[config.mk]
export PLATFORM = sky130hd
export DESIGN_NAME = pipe_ctrl
export DESIGN_NICKNAME = d
export VERILOG_FILES = /design/src/rtl/pipe_pkg.sv /design/src/rtl/pipe_perf_cnt.sv /design/src/rtl/pipe_ctrl.sv
export SDC_FILE = /design/constraint.sdc
export NUM_CORES = 1
export LEC_CHECK = 0
export CORE_UTILIZATION = 36
export DETAILED_ROUTE_END_ITERATION = 7
export PLACE_DENSITY = 0.78
export SYNTH_ARGS = -nofsm -noshare
export SYNTH_HDL_FRONTEND = slang
export SYNTH_SLANG_ARGS = --single-unit
[constraint.sdc]
create_clock -name clk -period 1.7 [get_ports clk]
set_input_delay 0.34 -clock clk [delete_from_list [all_inputs] [get_ports clk]]
set_output_delay 0.34 -clock clk [all_outputs]
set_load 0.1 [all_outputs]
[src/rtl/pipe_pkg.sv]
// rtl/pipe_pkg.sv - shared types and defaults for the pipeline sequencer
//
// Purpose : state encoding, grouped stage-control bundle and default
//           parameter values used by pipe_ctrl and pipe_perf_cnt.
// Ports   : none (package).
package pipe_pkg;

  localparam int MEM_TIMEOUT_DEF = 255;
  localparam int FILL_CYCLES_DEF = 4;

  typedef enum logic [1:0] {
    FILL    = 2'd0,
    RUN     = 2'd1,
    MEMWAIT = 2'd2,
    HALTED  = 2'd3
  } pipe_state_t;

  // One bundle for every per-stage load enable and bubble-insert control.
  typedef struct packed {
    logic f_en;
    logic d_en;
    logic x_en;
    logic m_en;
    logic w_en;
    logic d_bubble;
    logic x_bubble;
    logic m_bubble;
    logic w_bubble;
  } stage_ctrl_t;

endpackage

[src/rtl/pipe_perf_cnt.sv]
// rtl/pipe_perf_cnt.sv - stall-cycle and flush performance counters
//
// Purpose : two free-running 32-bit event counters that wrap at 2^32.
// Ports   : clk, rst_n        - clock, asynchronous active-low reset
//           stall_inc         - count one front-end stall cycle
//           flush_inc         - count one accepted branch redirect
//           stall_cycles      - stall-cycle count
//           flush_count       - redirect count
module pipe_perf_cnt (
  input  logic        clk,
  input  logic        rst_n,
  input  logic        stall_inc,
  input  logic        flush_inc,
  output logic [31:0] stall_cycles,
  output logic [31:0] flush_count
);

  always_ff @(posedge clk or negedge rst_n) begin
    if (!rst_n) begin
      stall_cycles <= '0;
      flush_count  <= '0;
    end else begin
      if (stall_inc) stall_cycles <= stall_cycles + 32'd1;
      if (flush_inc) flush_count  <= flush_count + 32'd1;
    end
  end

endmodule

[src/rtl/pipe_ctrl.sv]
// rtl/pipe_ctrl.sv - central sequencer for the five-stage F/D/X/M/W pipeline
//
// Purpose : merges hazard stalls, memory handshake, branch redirect and halt
//           into per-stage enables/bubbles; owns post-reset fill, memory-wait
//           timeout and the halted state.
// Macro   : PIPE_CTRL_PERF_EN - instantiates pipe_perf_cnt; otherwise the
//           counter ports are tied to zero.
// Ports   : clk, rst_n                           - clock, async active-low reset
//           fd/dx/xm_stall_req                   - hazard stall requests
//           mem_req, mem_ack                     - M-stage memory handshake
//           br_taken                             - D-stage taken branch
//           w_halt                               - halt retiring in W
//           f_en..w_en                           - stage register load enables
//           d_bubble..w_bubble                   - stage loads a NOP instead
//           mw_stall                             - back to the forwarding unit
//           halted, timeout_err                  - sticky status
//           state                                - FSM state for debug
//           stall_cycles, flush_count            - performance counters
module pipe_ctrl
  import pipe_pkg::*;
#(
  parameter int MEM_TIMEOUT = MEM_TIMEOUT_DEF,
  parameter int FILL_CYCLES = FILL_CYCLES_DEF
) (
  input  logic        clk,
  input  logic        rst_n,
  input  logic        fd_stall_req,
  input  logic        dx_stall_req,
  input  logic        xm_stall_req,
  input  logic        mem_req,
  input  logic        mem_ack,
  input  logic        br_taken,
  input  logic        w_halt,
  output logic        f_en,
  output logic        d_en,
  output logic        x_en,
  output logic        m_en,
  output logic        w_en,
  output logic        d_bubble,
  output logic        x_bubble,
  output logic        m_bubble,
  output logic        w_bubble,
  output logic        mw_stall,
  output logic        halted,
  output logic        timeout_err,
  output logic [1:0]  state,
  output logic [31:0] stall_cycles,
  output logic [31:0] flush_count
);

  localparam int             WAIT_W    = $clog2(MEM_TIMEOUT + 1);
  localparam logic [WAIT_W-1:0] WAIT_LIMIT = WAIT_W'(MEM_TIMEOUT);
  localparam logic [WAIT_W-1:0] WAIT_ONE   = WAIT_W'(1);
  localparam logic [3:0]     FILL_LOAD = 4'(FILL_CYCLES - 1);

  pipe_state_t       state_q;
  logic [3:0]        fill_cnt;
  logic [WAIT_W-1:0] wait_cnt;
  logic              halted_q;
  logic              timeout_q;
  stage_ctrl_t       ctrl;
  logic              mw_stall_c;

  // Stage controls are combinational from the registered state and the
  // current inputs. Holding them all low while rst_n is asserted keeps every
  // stage register frozen during reset regardless of state_q.
  always_comb begin
    ctrl       = '0;
    mw_stall_c = 1'b0;
    if (rst_n) begin
      case (state_q)
        FILL: begin
          // PC holds the reset vector while NOPs flush the downstream stages.
          ctrl = '{f_en: 1'b0, d_en: 1'b1, x_en: 1'b1, m_en: 1'b1, w_en: 1'b1,
                   d_bubble: 1'b1, x_bubble: 1'b1, m_bubble: 1'b1, w_bubble: 1'b1};
        end
        RUN: begin
          if (!w_halt && mem_req && !mem_ack) begin
            ctrl.w_en     = 1'b1;
            ctrl.w_bubble = 1'b1;
            mw_stall_c    = 1'b1;
          end else if (!w_halt && xm_stall_req) begin
            ctrl.m_en     = 1'b1;
            ctrl.m_bubble = 1'b1;
            ctrl.w_en     = 1'b1;
          end else if (!w_halt && dx_stall_req) begin
            ctrl.x_en     = 1'b1;
            ctrl.m_en     = 1'b1;
            ctrl.w_en     = 1'b1;
            ctrl.x_bubble = 1'b1;
          end else if (!w_halt && fd_stall_req) begin
            ctrl.d_en     = 1'b1;
            ctrl.x_en     = 1'b1;
            ctrl.m_en     = 1'b1;
            ctrl.w_en     = 1'b1;
            ctrl.d_bubble = 1'b1;
          end else begin
            // Free flow; a halting instruction also retires this way.
            ctrl.f_en     = 1'b1;
            ctrl.d_en     = 1'b1;
            ctrl.x_en     = 1'b1;
            ctrl.m_en     = 1'b1;
            ctrl.w_en     = 1'b1;
            ctrl.d_bubble = br_taken;
          end
        end
        MEMWAIT: begin
          if (mem_ack) begin
            ctrl.f_en = 1'b1;
            ctrl.d_en = 1'b1;
            ctrl.x_en = 1'b1;
            ctrl.m_en = 1'b1;
            ctrl.w_en = 1'b1;
          end else begin
            ctrl.w_en     = 1'b1;
            ctrl.w_bubble = 1'b1;
            mw_stall_c    = 1'b1;
          end
        end
        default: begin
          ctrl       = '0;
          mw_stall_c = 1'b0;
        end
      endcase
    end
  end

  always_ff @(posedge clk or negedge rst_n) begin
    if (!rst_n) begin
      state_q   <= FILL;
      fill_cnt  <= FILL_LOAD;
      wait_cnt  <= '0;
      halted_q  <= 1'b0;
      timeout_q <= 1'b0;
    end else begin
      case (state_q)
        FILL: begin
          if (fill_cnt == 4'd0) state_q <= RUN;
          else                  fill_cnt <= fill_cnt - 4'd1;
        end
        RUN: begin
          if (w_halt) begin
            state_q  <= HALTED;
            halted_q <= 1'b1;
          end else if (mem_req && !mem_ack) begin
            // The entry cycle is already the first wait cycle.
            state_q  <= MEMWAIT;
            wait_cnt <= WAIT_ONE;
          end
        end
        MEMWAIT: begin
          if (mem_ack) begin
            state_q <= RUN;
          end else if (wait_cnt == WAIT_LIMIT) begin
            state_q   <= HALTED;
            halted_q  <= 1'b1;
            timeout_q <= 1'b1;
          end else if (wait_cnt != '1) begin
            wait_cnt <= wait_cnt + WAIT_ONE;
          end
        end
        default: begin
          state_q <= HALTED;
        end
      endcase
    end
  end

  assign f_en        = ctrl.f_en;
  assign d_en        = ctrl.d_en;
  assign x_en        = ctrl.x_en;
  assign m_en        = ctrl.m_en;
  assign w_en        = ctrl.w_en;
  assign d_bubble    = ctrl.d_bubble;
  assign x_bubble    = ctrl.x_bubble;
  assign m_bubble    = ctrl.m_bubble;
  assign w_bubble    = ctrl.w_bubble;
  assign mw_stall    = mw_stall_c;
  assign halted      = halted_q;
  assign timeout_err = timeout_q;
  assign state       = state_q;

`ifdef PIPE_CTRL_PERF_EN
  logic stall_inc;
  logic flush_inc;

  // A redirect is accepted only on a free-flowing RUN cycle, which is exactly
  // when f_en is high in RUN; frozen-D cycles drop br_taken.
  assign stall_inc = ((state_q == RUN) || (state_q == MEMWAIT)) && !ctrl.f_en;
  assign flush_inc = (state_q == RUN) && ctrl.f_en && br_taken;

  pipe_perf_cnt u_perf (
    .clk          (clk),
    .rst_n        (rst_n),
    .stall_inc    (stall_inc),
    .flush_inc    (flush_inc),
    .stall_cycles (stall_cycles),
    .flush_count  (flush_count)
  );
`else
  assign stall_cycles = '0;
  assign flush_count  = '0;
`endif

endmodule
=== Word-level counts from Yosys, hierarchy flattened ===
Cells that the tools add are included.

* Muxes and demuxes: 35
* Add/subtract/negate cells: 2
* Equal/unequal tests: 14
* Reduce and logical (&&, ||, !) cells: 16
* Bitwise logic cells: 2

{| class="wikitable"
|+ Operators with widths
! operator !! count
|-
| 8-bit 2-to-1 mux || 5
|-
| 2-bit != test (second input constant) || 8
|-
| 8-bit one-hot mux with 2 select lines || 1
|-
| 5-bit one-hot mux with 3 select lines || 1
|-
| 2-bit 2-to-1 mux || 7
|-
| 1-bit 2-to-1 mux || 11
|-
| 9-bit 2-to-1 mux || 1
|-
| 8-bit by 1-bit adder with 8-bit output (second input constant) || 1
|-
| 8-bit == test (second input constant) || 1
|-
| 4-bit 2-to-1 mux || 2
|-
| 8-bit != test (second input constant) || 1
|-
| 1-bit logical AND || 6
|-
| 3-bit 2-to-1 mux || 2
|-
| 3-bit != test (second input constant) || 2
|-
| 2-bit one-hot mux with 3 select lines || 1
|-
| 3-bit one-hot mux with 2 select lines || 1
|-
| 3-bit AND reduction || 2
|-
| 6-bit AND reduction || 1
|-
| 4-bit zero test || 1
|-
| 1-bit one-hot mux with 2 select lines || 2
|-
| 4-bit AND reduction || 1
|-
| 4-bit by 1-bit subtractor with 4-bit output (second input constant) || 1
|-
| 1-bit one-hot mux with 3 select lines || 1
|-
| 2-bit by 1-bit == test with 1-bit output (second input constant) || 1
|-
| 6 further kinds || 8
|}

* Flip-flop bits (word level): 16

=== Logic depth before layout (Yosys ltp) ===
Gate-level depths: netlist of the first run.

* Depth after elaboration: 8
* Gate-level depth with buffers: 7
* Mapped depth without buffers: 6

=== Least setup slack after synthesis of the first run ===
No wires, ideal clock.

* Path type: register to output
* Start: reg state_q[0] (netlist: state[0])
* End: out x_bubble
* Stages on the path, launching flop included: 7
* Required time: 1.360 ns
* Buffers on the path: 1
* Slack: -2.594 ns
* Data arrival time: 3.954 ns
* Cells stage by stage: dfrtp_1 -> ha_1 -> buf_4 -> nand2b_1 -> nor2_1 -> nand3b_1 -> a21boi_0

* Longest elaborated chain between the ends: 3
* Elaborated cells on any way between the ends: 4
* Those cells by class: eq/ne: 1; mux: 2; reduce/logical: 1

{| class="wikitable"
|+ RTL lines
! element !! RTL line !! source
|-
| start: declaration || pipe_ctrl.sv:56 || <nowiki>pipe_state_t state_q;</nowiki>
|-
| start signal: assignment || pipe_ctrl.sv:130 || <nowiki>state_q <= FILL;</nowiki>
|-
| start signal: assignment || pipe_ctrl.sv:138 || <nowiki>if (fill_cnt == 4'd0) state_q <= RUN;</nowiki>
|-
| start signal: assignment || pipe_ctrl.sv:143 || <nowiki>state_q <= HALTED;</nowiki>
|-
| 2-bit by 1-bit == test with 1-bit output or 2-bit zero test (tied branches) || pipe_ctrl.sv:71 || <nowiki>case (state_q)</nowiki>
|-
| 3-bit one-hot mux with 2 select lines * || pipe_ctrl.sv:71 ||
|-
| 9-bit 2-to-1 mux * || pipe_ctrl.sv:70 || <nowiki>if (rst_n) begin</nowiki>
|-
| end: declaration || pipe_ctrl.sv:40 || <nowiki>output logic x_bubble,</nowiki>
|}

Every way passes the cells marked *; elsewhere a longest branch is shown, timed or not.

=== Worst setup path after layout of the first run ===
* Start: reg state_q[1] (netlist: state[1])
* End: out d_bubble

* Longest elaborated chain between the ends: 3
* Elaborated cells on any way between the ends: 4
* Those cells by class: eq/ne: 1; mux: 2; reduce/logical: 1

{| class="wikitable"
|+ RTL lines
! element !! RTL line !! source
|-
| 2-bit by 1-bit == test with 1-bit output or 2-bit zero test (tied branches) || pipe_ctrl.sv:71 ||
|-
| 3-bit one-hot mux with 2 select lines * || pipe_ctrl.sv:71 ||
|-
| 9-bit 2-to-1 mux * || pipe_ctrl.sv:70 ||
|-
| end: declaration || pipe_ctrl.sv:39 || <nowiki>output logic d_bubble,</nowiki>
|}

Marks and branches as above.

==> reports/results.ini, run 1 <==
[clocking]
cts_hold_buf = 0
htreeDepth = 1
path_clk_slew_ns = 0.07
cts-root-buf = clkbuf_8
clockBufferDepth = 2
cts_made_buffers = 3
clkLatencyLatePin_ns = 0.26
cts_tree = yes
cts.sinks = 16

[detailed_routing]
drc_errors = 0
routed_wl_mm = 4.20
dr.pass1.iters = 5
avgRoutedWirePerCell_um = 13.2
dr.first_iter.drc_count = 80
antenna_left = 0
vias = 1475
routed_via_density = 4.65

[synthesis]
synthesis.instances = 196
synth-seq-cells = 16
yosysUniqueCellTypes = 44
synth_area_per_cell_um2 = 8.27
netlist_area_um2 = 1620
yosysSeqAreaShare_pct = 24.8
yosysWarningCount = 0

[cells_and_area]
layout_commonest_cell = conb_1
final_nets = 281
n_fill_cell = 340
syn_to_final_growth_pct = 53.2
final_cell_mix = conb_1, buf_4, buf_12
n_antenna_cell = 0
post-route-util_pct = 57.0
drive_above_1_share_pct = 41.9

[floorplan]
io_pins = 87
rows = 24
dieArea_um2 = 4780
die_y_um = 69.1
coreArea_um2 = 4350
start_util_pct = 37.2
die_width_um = 69.1

[setup_path]
crit_fanout = 7
critical_path_class = flip-flop to primary output
startpoint = state[1]
cp.arrival_ns = 1.75
worst_setup_path_start_kind = flip-flop
r2r_start = state[1]
worstSetupEndpointType = primary output
required_ns = 1.36

[flow_run]
maxCapViolations = 0

[timing]
rsz0062_at_grt = yes
hold_viol_final = 0
fin_setup_tns_ns = -3.89
setup_slack_ns = -0.394
slew_viol_final = 0
holdWs_ns = 0.516
max_freq_mhz = 478
fin_crit_ns = 2.09
setup_viol = 18
finalCritPeriodShare_pct = 123
skew_ns = 0.00357

[place]
place.gp.congestion = 0.808
io_buffers = 22
hpwl_mm = 2.85
dp_slack_ns = -0.514

[global_route]
antenna_found_initial = 0
grt_pass1_vias = 1377
grt_max_degree = 10
grt_pass1_wl_mm = 6.66
overflow = 0
grt_use_total_pct = 17.2

[hold_path]
hp-class = flip-flop to flip-flop
min_from = fill_cnt[1]

[power]
powerDensity_nw_per_um2 = 1800
ir_drop_mv = 1.67
p_total_w = 0.00447
leakage_nw = 1.19

[run_status]
violations = negative setup slack
status = finished with violations

state kept, by name, indices dropped and copies added (netlist names):
register / cells
fill_cnt: 4
state: 2
halted: 1
timeout_err: 1
wait_cnt: 8
layout make-up:
cell class / count / area (um2) / share of cell area [%]
clock buffers: 4 / 55.1 / 2.22
inverters: 11 / 47.5 / 1.91
multi-input cells: 164 / 1170 / 47.1
flip-flops and latches: 16 / 410 / 16.5
well taps: 52 / 65.1 / 2.62
repair buffers: 70 / 736 / 29.6
cells by family after synthesis:
logic type                 count (synthesis)  synth area share, %
AOI/OAI and AO/OA                         41                 17.5
xor gates and xnor gates                   2                 1.08
adders and majority gates                  6                 4.63
buffers and inverters                     79                 33.7
DFF                                       16                 24.8
muxes                                      1                0.617
other                                      1                0.231
and+or+nand+nor                           50                 17.4
cell usage after synthesis:
cell | n | area, um2
and3_1 | 3 | 18.8
o21ai_2 | 2 | 17.5
or2b_1 | 1 | 7.51
nand4b_1 | 1 | 8.76
nor2_1 | 8 | 30.0
o41ai_1 | 1 | 8.76
or2_1 | 1 | 6.26
o22ai_1 | 1 | 6.26
nand3_2 | 1 | 10.0
conb_1 | 1 | 3.75
dfstp_2 | 2 | 52.6
nand4_2 | 1 | 12.5
a21oi_4 | 1 | 16.3
nand2_1 | 10 | 37.5
buf_4 | 66 | 495
a21boi_0 | 1 | 7.51
ha_1 | 6 | 75.1
nor3_1 | 2 | 10.0
a21o_1 | 2 | 15.0
o21ai_0 | 8 | 40.0
a211o_1 | 2 | 17.5
nand3b_2 | 1 | 11.3
xnor2_1 | 1 | 8.76
nand3_1 | 8 | 40.0
a2bb2oi_1 | 2 | 17.5
dfrtp_1 | 14 | 350
nand3b_1 | 1 | 7.51
a211oi_1 | 1 | 7.51
mux2i_1 | 1 | 10.0
a21oi_1 | 11 | 55.1
nor3b_2 | 1 | 12.5
a21boi_2 | 1 | 11.3
a31o_2 | 2 | 17.5
nor2b_1 | 3 | 18.8
inv_1 | 11 | 41.3
or3_1 | 1 | 6.26
nand4_1 | 1 | 6.26
a22o_1 | 1 | 8.76
nor4_1 | 3 | 18.8
o211ai_1 | 2 | 15.0
nand2b_1 | 3 | 18.8
o31ai_1 | 3 | 22.5
buf_2 | 2 | 10.0
xor2_1 | 1 | 8.76
worst max-delay path: stages, from the launching register on:
cell and delay, ns:
dfrtp_4 0.51, inv_4 0.08, ha_4 0.19, buf_6 0.13, nand3_4 0.08, o31ai_4 0.30
buf_12 0.21
path summary, 6_finish.rpt:
kind | end | slack, ns | cells after the start
min | fill_cnt[1] | 0.52 | 2
min in group asynchronous | state[1] | 0.54 | 3
max in group asynchronous | fill_cnt[0] | 0.86 | 4
max | d_bubble | -0.39 | 6
max reg2reg | wait_cnt[4] | -0.08 | 7
min reg2reg | fill_cnt[1] | 0.52 | 2
metal layers:
layer,global-route usage (%),share of wire (%),vias to the layer above
met2,29.3,50,85
met1,21.1,41,698
met4,9.07,4.5,0
li1,-,-,679
met3,1.90,5.2,13
met5,0,0,-
timing repair:
action	4_1_cts	5_1_grt
buffers inserted	8	4
pin swaps	6	1
resized for setup	18	9
setup endpoints to repair	15	21
endpoints found under the hold margin	0	0
gates cloned	0	0
stage by stage:
stage | area [um2] | instances
5_1_grt | 2480 | 317
3_5_place_dp | 2230 | 301
2_1_floorplan | 2050 | 259
4_1_cts | 2400 | 313
6_report | 2480 | 317
3_3_place_gp | 2230 | 301
where the power goes:
| group | switching, W | leakage (nW) | internal [W] |
|---|---|---|---|
| registers | 0.000148 | 0.195 | 0.000492 |
| clock network | 0.000142 | 0.0288 | 0.000206 |
| logic | 0.00221 | 0.961 | 0.00127 |
| total | 0.00250 | 1.19 | 0.00197 |
No activity file was read; power rests on OpenSTA's default activity.
==> inputs of run 2 (changes only) <==
- SKIP_LAST_GASP: not set -> 1
==> reports/results.ini, run 2 (synthesis results as in run 1) <==
[run_status]
status = finished with violations
violations = negative setup slack

[timing]
fin_crit_ns = 2.10
hold_viol_final = 0
fin_setup_tns_ns = -4.08
max_freq_mhz = 477
slew_viol_final = 0
finalCritPeriodShare_pct = 123
skew_ns = 0.00395
rsz0062_at_grt = yes
setup_viol = 18
setup_slack_ns = -0.396

[cells_and_area]
drive_above_1_share_pct = 41.5
post-route-util_pct = 56.9
largest_reg_flops = 8
n_antenna_cell = 0
final_cell_mix = conb_1, buf_4, buf_12
layout_commonest_cell = conb_1
top_register = wait_cnt
syn_to_final_growth_pct = 52.8
n_fill_cell = 343
final_nets = 281

[place]
io_buffers = 22
place.gp.congestion = 0.808
hpwl_mm = 2.85

[setup_path]
slowest_delay_ns = 0.51
crit_buf_inv = 2
cp_slowest_cell = dfrtp_4
startpoint = state[1]
cp_cell_sequence = buf_4 -> ha_1 -> nand2b_4 -> a21oi_4 -> buf_12
crit_family = flip-flops
required_ns = 1.36
crit_fanout = 6
worst-path-stages = 5
r2r_start = state[1]
ff2ff_path_depth = 7
critical_path_class = flip-flop to primary output
worst_setup_path_start_kind = flip-flop
worstSetupEndpointType = primary output
cp.arrival_ns = 1.76

[clocking]
clockBufferDepth = 2
cts.sinks = 16
cts_tree = yes
htreeDepth = 1
path_clk_slew_ns = 0.07
cts_made_buffers = 3
cts-root-buf = clkbuf_8
cts_hold_buf = 0
clkLatencyLatePin_ns = 0.26

[hold_path]
holdPathStages = 2
hp-class = flip-flop to flip-flop
min_from = fill_cnt[1]

[global_route]
grt_use_total_pct = 17.2
grt_pass1_vias = 1377
grt_max_degree = 10
antenna_found_initial = 0
overflow = 0
grt_pass1_wl_mm = 6.66

[detailed_routing]
routed_wl_mm = 4.17
antenna_left = 0
dr.first_iter.drc_count = 85
routed_via_density = 4.68
vias = 1483
avgRoutedWirePerCell_um = 13.2
dr.pass1.iters = 5
drc_errors = 0

[power]
powerDensity_nw_per_um2 = 1800
leakage_nw = 1.18
ir_drop_mv = 1.66

[floorplan]
start_util_pct = 37.2
coreArea_um2 = 4350
rows = 24
die_y_um = 69.1
dieArea_um2 = 4780
die_width_um = 69.1
io_pins = 87

[flow_run]
maxCapViolations = 0

==> run 2: cell counts in the layout (fill, tap and decap cells not counted) <==
No cell type changed its count.
==> run 2: power breakdown <==
part | switching [W] | leakage, nW | internal, W
combinational | 0.00220 | 0.961 | 0.00127
clock | 0.000143 | 0.0288 | 0.000206
sequential | 0.000149 | 0.195 | 0.000492
total | 0.00250 | 1.18 | 0.00197
==> run 2: worst paths after layout <==
kind                               endpoint  slack, ns
worst min register to register  fill_cnt[1]       0.52
worst min-delay path            fill_cnt[1]       0.52
max in group asynchronous       fill_cnt[0]       0.86
worst max register to register  wait_cnt[4]      -0.08
min in group asynchronous          state[1]       0.54
worst max-delay path                   m_en      -0.40
==> run 2: layer usage <==
metal | track usage [%] | part of all wire (%) | vias up | wire, um
met5 | 0 | 0 | - | 0
met4 | 9.07 | 4.7 | 0 | 196
met3 | 1.90 | 6.1 | 15 | 255
met2 | 29.3 | 49 | 94 | 2060
met1 | 21.1 | 40 | 693 | 1650
li1 | - | - | 681 | -
==> run 2: repair_timing <==
item | CTS | global route
setup buffers | 8 | 4
gates resized for setup | 18 | 7
endpoints found under the setup margin | 15 | 21
pin swaps | 6 | 1
==> run 2: final cells by class <==
| cell class | count | area, um2 | area share (%) |
|---|---|---|---|
| repair buffers | 70 | 732 | 29.5 |
| well taps | 52 | 65.1 | 2.63 |
| clock buffers | 4 | 55.1 | 2.22 |
| flip-flops and latches | 16 | 410 | 16.6 |
| inverters | 11 | 47.5 | 1.92 |
| multi-input cells | 164 | 1170 | 47.1 |
==> run 2: worst min-delay path: cells and delay by family, from the launching register on <==
| family | cells | cell delay, ns |
|---|---|---|
| compound gates | 1 | 0.08 |
| simple gates | 1 | 0.05 |
| flops | 1 | 0.38 |
==> run 2: stage by stage <==
step / instances / hold WS (ns) / cell area (um2) / power, W / worst slack [ns]
finish: 317 / 0.518 / 2480 / 0.00446 / -0.396
global route: 317 / 0.553 / 2480 / 0.00465 / -0.443
CTS: 313 / 0.523 / 2400 / 0.00424 / -0.360
detailed placement: 301 / 0.509 / 2230 / 0.00368 / -0.514
global placement: 301 / 0.476 / 2230 / 0.00363 / -0.462
floorplan: 259 / 0.0444 / 2050 / 0.00289 / -0.583
